<file path="src/rtl/spi_cfg_arbiter.sv">
// spi_cfg_arbiter: round-robin sharing of one spi_module master between a config sequencer (port 0) and a host path (port 1)
// Ports: clk/rst (async, active high); reqN_valid_i/reqN_data_i/reqN_ready_o accept words, rspN_valid_o/rspN_data_o
// return replies; spi_sdo_* issue the word, spi_sdi_* take the reply; busy_o, grant_o (last owner), timeout_o.
// Optional feature: define SPI_CFG_TIMEOUT_EN to bound WAIT_RSP by TIMEOUT_CYCLES and answer with all-ones on expiry.
module spi_cfg_arbiter #(
  parameter int DATA_WIDTH     = 32,
  parameter int GAP_CYCLES     = 4,
  parameter int TIMEOUT_CYCLES = 1024
) (
  input  logic                  clk,
  input  logic                  rst,
  input  logic                  req0_valid_i,
  input  logic [DATA_WIDTH-1:0] req0_data_i,
  output logic                  req0_ready_o,
  output logic                  rsp0_valid_o,
  output logic [DATA_WIDTH-1:0] rsp0_data_o,
  input  logic                  req1_valid_i,
  input  logic [DATA_WIDTH-1:0] req1_data_i,
  output logic                  req1_ready_o,
  output logic                  rsp1_valid_o,
  output logic [DATA_WIDTH-1:0] rsp1_data_o,
  output logic                  spi_sdo_valid_o,
  output logic [DATA_WIDTH-1:0] spi_sdo_data_o,
  input  logic                  spi_sdo_ready_i,
  input  logic                  spi_sdi_valid_i,
  input  logic [DATA_WIDTH-1:0] spi_sdi_data_i,
  output logic                  spi_sdi_ready_o,
  output logic                  busy_o,
  output logic                  grant_o,
  output logic                  timeout_o
);
  typedef enum logic [1:0] {IDLE, ISSUE, WAIT_RSP, GAP} state_t;
  localparam int GW = $clog2(GAP_CYCLES > 1 ? GAP_CYCLES : 1) + 1;
  state_t                  state;
  logic [GW-1:0]           gap_cnt;
  logic [DATA_WIDTH-1:0]   word;
  logic                    win0, win1, got, t_exp, done;
  logic [DATA_WIDTH-1:0]   rsp_word;
  always_comb begin
    win0         = req0_valid_i && (!req1_valid_i || grant_o);
    win1         = req1_valid_i && (!req0_valid_i || !grant_o);
    req0_ready_o = (state == IDLE) && win0;
    req1_ready_o = (state == IDLE) && win1;
    got          = (state == WAIT_RSP) && spi_sdi_valid_i;
    done         = got || t_exp;
    rsp_word     = got ? spi_sdi_data_i : '1;
  end
  assign spi_sdo_valid_o = state == ISSUE;
  assign spi_sdi_ready_o = state == WAIT_RSP;
  assign spi_sdo_data_o  = word;
  assign busy_o          = state != IDLE;
  always_ff @(posedge clk or posedge rst) begin
    if (rst) begin
      state        <= IDLE;
      gap_cnt      <= '0;
      word         <= '0;
      grant_o      <= 1'b1;
      rsp0_valid_o <= 1'b0;
      rsp1_valid_o <= 1'b0;
      rsp0_data_o  <= '0;
      rsp1_data_o  <= '0;
    end else begin
      rsp0_valid_o <= done && !grant_o;
      rsp1_valid_o <= done && grant_o;
      if (done && !grant_o) rsp0_data_o <= rsp_word;
      if (done && grant_o) rsp1_data_o <= rsp_word;
      case (state)
        IDLE: if (win0 || win1) begin
          word    <= win1 ? req1_data_i : req0_data_i;
          grant_o <= win1;
          state   <= ISSUE;
        end
        ISSUE: if (spi_sdo_ready_i) state <= WAIT_RSP;
        WAIT_RSP: if (done) begin
          gap_cnt <= GW'(GAP_CYCLES);
          state   <= (GAP_CYCLES == 0) ? IDLE : GAP;
        end
        GAP: begin
          gap_cnt <= gap_cnt - 1'b1;
          if (gap_cnt <= GW'(1)) state <= IDLE;
        end
        default: state <= IDLE;
      endcase
    end
  end
`ifdef SPI_CFG_TIMEOUT_EN
  localparam int TW = $clog2(TIMEOUT_CYCLES > 1 ? TIMEOUT_CYCLES : 1) + 1;
  logic [TW-1:0] t_cnt;
  assign t_exp = (state == WAIT_RSP) && !spi_sdi_valid_i && (t_cnt == TW'(TIMEOUT_CYCLES - 1));
  always_ff @(posedge clk or posedge rst) begin
    if (rst) begin
      t_cnt     <= '0;
      timeout_o <= 1'b0;
    end else begin
      timeout_o <= t_exp;
      t_cnt     <= (state == WAIT_RSP) ? t_cnt + 1'b1 : '0;
    end
  end
`else
  assign t_exp     = 1'b0;
  assign timeout_o = 1'b0;
`endif
endmodule

</file>
<file path="config.mk">
export PLATFORM = sky130hd
export DESIGN_NAME = spi_cfg_arbiter
export DESIGN_NICKNAME = d
export VERILOG_FILES = /design/src/rtl/spi_cfg_arbiter.sv
export SDC_FILE = /design/constraint.sdc
export NUM_CORES = 1
export LEC_CHECK = 0
export ABC_AREA = 1
export CORE_MARGIN = 1
export CORE_UTILIZATION = 39
export DETAILED_ROUTE_END_ITERATION = 7
export GPL_ROUTABILITY_DRIVEN = 0
export PLACE_DENSITY = 0.76
export SETUP_SLACK_MARGIN = 0.3
export SYNTH_ARGS = -nofsm -noshare
export SYNTH_HDL_FRONTEND = slang
export SYNTH_SLANG_ARGS = --single-unit
</file>
<file path="constraint.sdc">
create_clock -name clk -period 5.4 [get_ports clk]
set_input_delay 1.08 -clock clk [delete_from_list [all_inputs] [get_ports clk]]
set_output_delay 1.08 -clock clk [all_outputs]
set_load 0.05 [all_outputs]
</file>
**Yosys cells after proc, flatten, opt, wreduce, memory -nomap -nowiden**

Cells that the tools add are included.
Widths: inputs -> output; s select.

- Bits of input ports: 102
- Memories kept: 0
- RAM bits: 0
- Logic and storage cells: 45
- Bits in read-only memories: 0
- Output and inout bits: 105
- Flip-flop bits (word level): 104
- Bits in latches: 0

- Bitwise operators: 0
- Equal/unequal tests: 7
- Mux-type cells: 9
- Divide/modulo/power cells: 0
- $add $sub $neg: 1
- Reduce and logical (&&, ||, !) cells: 19
- $mul: 0
- Shifts and indexed selects: 0
- Magnitude comparators: 1

Operators by type and width:

| cell | number |
|---|---|
| $mux 32 | 2 |
| $mux 2 | 4 |
| $pmux 2 s4 | 1 |
| $logic_and 1x1->1 | 7 |
| $ne 2x1->1 const B | 3 |
| $pmux 3 s2 | 1 |
| $eq 2x2->1 const B | 2 |
| $reduce_and 2->1 | 2 |
| $reduce_and 4->1 | 1 |
| $reduce_bool 2->1 | 2 |
| $le 3x1->1 const B | 1 |
| $logic_not 1->1 | 3 |
| $logic_or 1x1->1 | 3 |
| $mux 3 | 1 |
| $sub 3x1->3 const B | 1 |
| $eq 2x1->1 const B | 1 |
| $logic_not 2->1 | 1 |
| $ne 2x2->1 const B | 1 |

**Logic depth before layout (Yosys ltp)**

- Word-level depth: 6
- Gate-level depth with buffers: 9

**Worst setup path after synthesis**

Ideal clock, no wire load.

- Path type: input -> output
- Start: input port req1_valid_i
- End: output port req0_ready_o
- Stages: 3
- Data required time: 4.320 ns
- Arrival: 2.652 ns
- Setup slack: 1.668 ns
- Buffers on the path: 2
- Cells stage by stage: buf_4 > clkbuf_1 > a211oi_1

- Cells in the longest elaborated chain, start to end: 4

RTL lines:

| element | RTL line | text |
|---|---|---|
| start, declared | 17 | `input logic req1_valid_i,` |
| $logic_not 1->1 | 40 | `win0 = req0_valid_i && (!req1_valid_i \|\| grant_o);` |
| $logic_or 1x1->1 | 40 |  |
| $logic_and 1x1->1 | 40 |  |
| $logic_and 1x1->1 | 42 | `req0_ready_o = (state == IDLE) && win0;` |
| end, declared | 14 | `output logic req0_ready_o,` |

No other way between the ends.

**Worst setup path in the final report**

Same ends and word-level chain as after synthesis.

==> impl_metrics.yaml <==
setup_path:
  path_class: "in2out"
  crit_chain: "clkdlybuf4s50_1 > buf_4 > a211oi_1 > clkdlybuf4s50_1"
  worstSetupStartpointType: "input port"
  crit_top_cell: "clkdlybuf4s50_1"
  crit_path_max_fanout: 35
  slowest_stage: "clkdlybuf4s50_1"
  cp_num_buf_inv: 3
  worstPathArrival_ns: 2.82
  cpPeakStageDelay_ns: 0.84
  crit_family: "buffers and inverters"
  end_kind: "primary output"
  cp.required_ns: 4.32
clock_tree:
  htree_levels: 3
  cts_tree: "yes"
  cts.hold.buffers_added: 0
  root_buffer: "clkbuf_16"
  postCtsSetupBuffers: 0
  clockBufferDepth: 2
  cts_buffers: 9
  cts_resized: 0
  clk-insertion-delay-late_ns: 0.34
  cts_sinks: 104
  clk_pin_slew_ns: 0.07
timing:
  drv_slew: 0
  slew-limit-headroom_pct: 24.6
  tns_ns: 0
  rsz0062_at_grt: "no"
  setup_viol: 0
  period_minus_slack_ns: 3.90
  maxClockFrequency_mhz: 257
  worst_pin_slew_ns: 1.13
  finalHoldViolCount: 0
  finalCritPeriodShare_pct: 72.2
  clock_skew_ns: 0.00861
  layout_setup_ws_ns: 1.50
synthesis:
  netlist_top_cells_count: "nand2_1 (244), dfrtp_1 (103), inv_1 (47), nand3_1 (37), o21ai_1 (36)"
  synth_area_leaders: "dfrtp_1 (56%), nand2_1 (20%), nand3_1 (4.0%), o21ai_1 (3.9%), inv_1 (3.8%)"
  yosysTopAreaCellShare_pct: 56.1
  synthAdderAreaFrac_pct: 1.91
  yosys-mux-area-fraction_pct: 0
  yosys.area_share.simple_pct: 24.6
  synth-edff-count: 0
  synth_area_per_cell_sq_um: 8.37
  yosysUniqueCellTypes: 21
  synth_top_family_by_area: "simple AND/OR/NAND/NOR gates"
  synth_compound_area_share_pct: 8.03
  synth-seq-cells: 104
  synthMostInstantiatedCell: "nand2_1"
  syn-num-nets: 658
  synthCells: 549
  yosys.area.top_type: "dfrtp_1"
  yosysWarnings: 0
  async_flop_share_pct: 100
  ys_seq_area_share_pct: 56.7
  synth_area_sq_mm: 0.00460
  synth_flop_cell: "dfrtp_1"
  synth_xor_area_share_pct: 0
final_layout:
  fill_cells: 999
  num-nets-final: 846
  drive_above_1_share_pct: 3.91
  syn_to_final_growth_pct: 50.7
  insertedDiodeCount: 0
die:
  start_util_pct: 40.1
  ioPinCount: 207
  coreArea_sq_mm: 0.0115
  floorplan.die.width_um: 111
  dieArea_sq_mm: 0.0122
  die_h_um: 111
  core.rowCount: 39
global_route:
  grt_pass1_vias: 4257
  grt_max_degree: 66
  grt_pass1_wl_um: 20500
  antenna_found_initial: 0
  grt_util_all_layers_pct: 20.4
  grt_remaining_overflow: 0
placed_design:
  dpl_worst_slack_ns: 1.49
  port_buffers: 205
  hpwl_um: 8780
route:
  first_pass_iters: 4
  vias_per_cell: 4.75
  num_vias: 4207
  drc_errors: 0
  ant_nets: 0
  routed_wl_um: 12100
  routedWlPerCell_um: 13.7
  drt_iter0_drc: 286
outcome:
  outcome: "complete, no violations"
min_path:
  hold_path_class: "reg2reg"
power_and_ir_drop:
  p_leak_nw: 3.44
  ir_drop_v: 0.000362
  power.density_mw_per_mm2: 683
job:
  drv_cap: 0
-- logic make-up (layout without fill, tap and decap cells) --
group,after synthesis,in the layout
simple gates,287,287
flops,104,104
buf+inv,80,273
compound gates,70,70
fa+ha+maj,7,7
other cells,1,1
-- worst reg2reg max path, stage by stage (launching register included) --
cell and delay (ns):
dfrtp_1 0.43, inv_1 0.12, ha_1 0.20, inv_1 0.12, a21oi_4 0.63, inv_2 0.46, nand2_1 0.18, nand2_1 0.06
-- registers in the layout, summed over array words and instances (netlist names) --
| name | flops |
|---|---|
| gap_cnt | 3 |
| spi_sdo_data_o | 32 |
| rsp0_valid_o | 1 |
| rsp1_data_o | 32 |
| state | 2 |
| grant_o | 1 |
| rsp0_data_o | 32 |
| rsp1_valid_o | 1 |
-- layout make-up --
type | instances | area (sq um) | area share (%)
flip-flops and latches | 104 | 2600 | 37.6
clock inverters | 7 | 63.8 | 0.922
clock buffers | 9 | 225 | 3.25
repair buffers | 208 | 2070 | 29.9
inverters | 49 | 186 | 2.69
multi-input cells | 365 | 1590 | 23.0
well taps | 143 | 179 | 2.58
-- worst paths after layout --
kind / from / slack, ns / cells after the start / to
worst max-delay path: req1_valid_i / 1.50 / 4 / req0_ready_o
worst min-delay path: spi_sdo_data_o[2] / 0.48 / 2 / spi_sdo_data_o[2]
worst max register to register: state[0] / 3.09 / 7 / spi_sdo_data_o[28]
worst min register to register: spi_sdo_data_o[2] / 0.48 / 2 / spi_sdo_data_o[2]
max in group asynchronous: rst / 3.07 / 3 / rsp0_data_o[11]
min in group asynchronous: rst / 1.17 / 2 / rsp0_data_o[26]
-- per-stage QoR --
stage	utilization (%)	cell area [sq um]	power, mW	hold WS [ns]	cells
5_1_grt	60.4	6920	4.99	0.500	885
3_3_place_gp	57.9	6640	4.06	0.463	869
3_5_place_dp	57.9	6640	4.13	0.465	869
4_1_cts	60.4	6920	4.77	0.485	885
6_report	60.4	6920	4.73	0.483	885
2_1_floorplan	-	4600	3.20	0.490	549
-- metal layers --
metal,vias to the layer above,wire [um],track usage [%]
li1,2075,-,-
met2,140,6350,35.5
met3,12,522,2.85
met5,-,0,0
met1,1980,5090,26.1
met4,0,165,6.93
-- report_power, final --
group	internal, mW	leakage [nW]	switching [mW]
logic	0.878	1.99	1.89
registers	1.14	1.30	0.200
clock network	0.322	0.140	0.306
total	2.34	3.44	2.39
-- layout by cell type, fill, tap and decap left out --
master,netlist,routed
inv_2,2,2
a211oi_1,1,1
clkinv_4,0,1
dfrtp_1,103,103
clkinv_2,0,1
nand2_2,1,3
clkinv_8,0,1
nand2_1,244,242
or2_2,1,1
conb_1,1,1
nand3_1,37,37
inv_1,47,46
inv_4,0,1
clkdlybuf4s50_1,0,204
o22ai_1,2,2
buf_4,8,4
clkinvlp_4,0,1
dfstp_2,1,1
nor2_1,4,4
a21oi_4,1,1
inv_6,0,3
o211ai_1,1,1
clkbuf_16,0,9
o21ai_1,36,36
o21ai_0,29,29
ha_1,7,7
(Power assumes the default switching activity.)
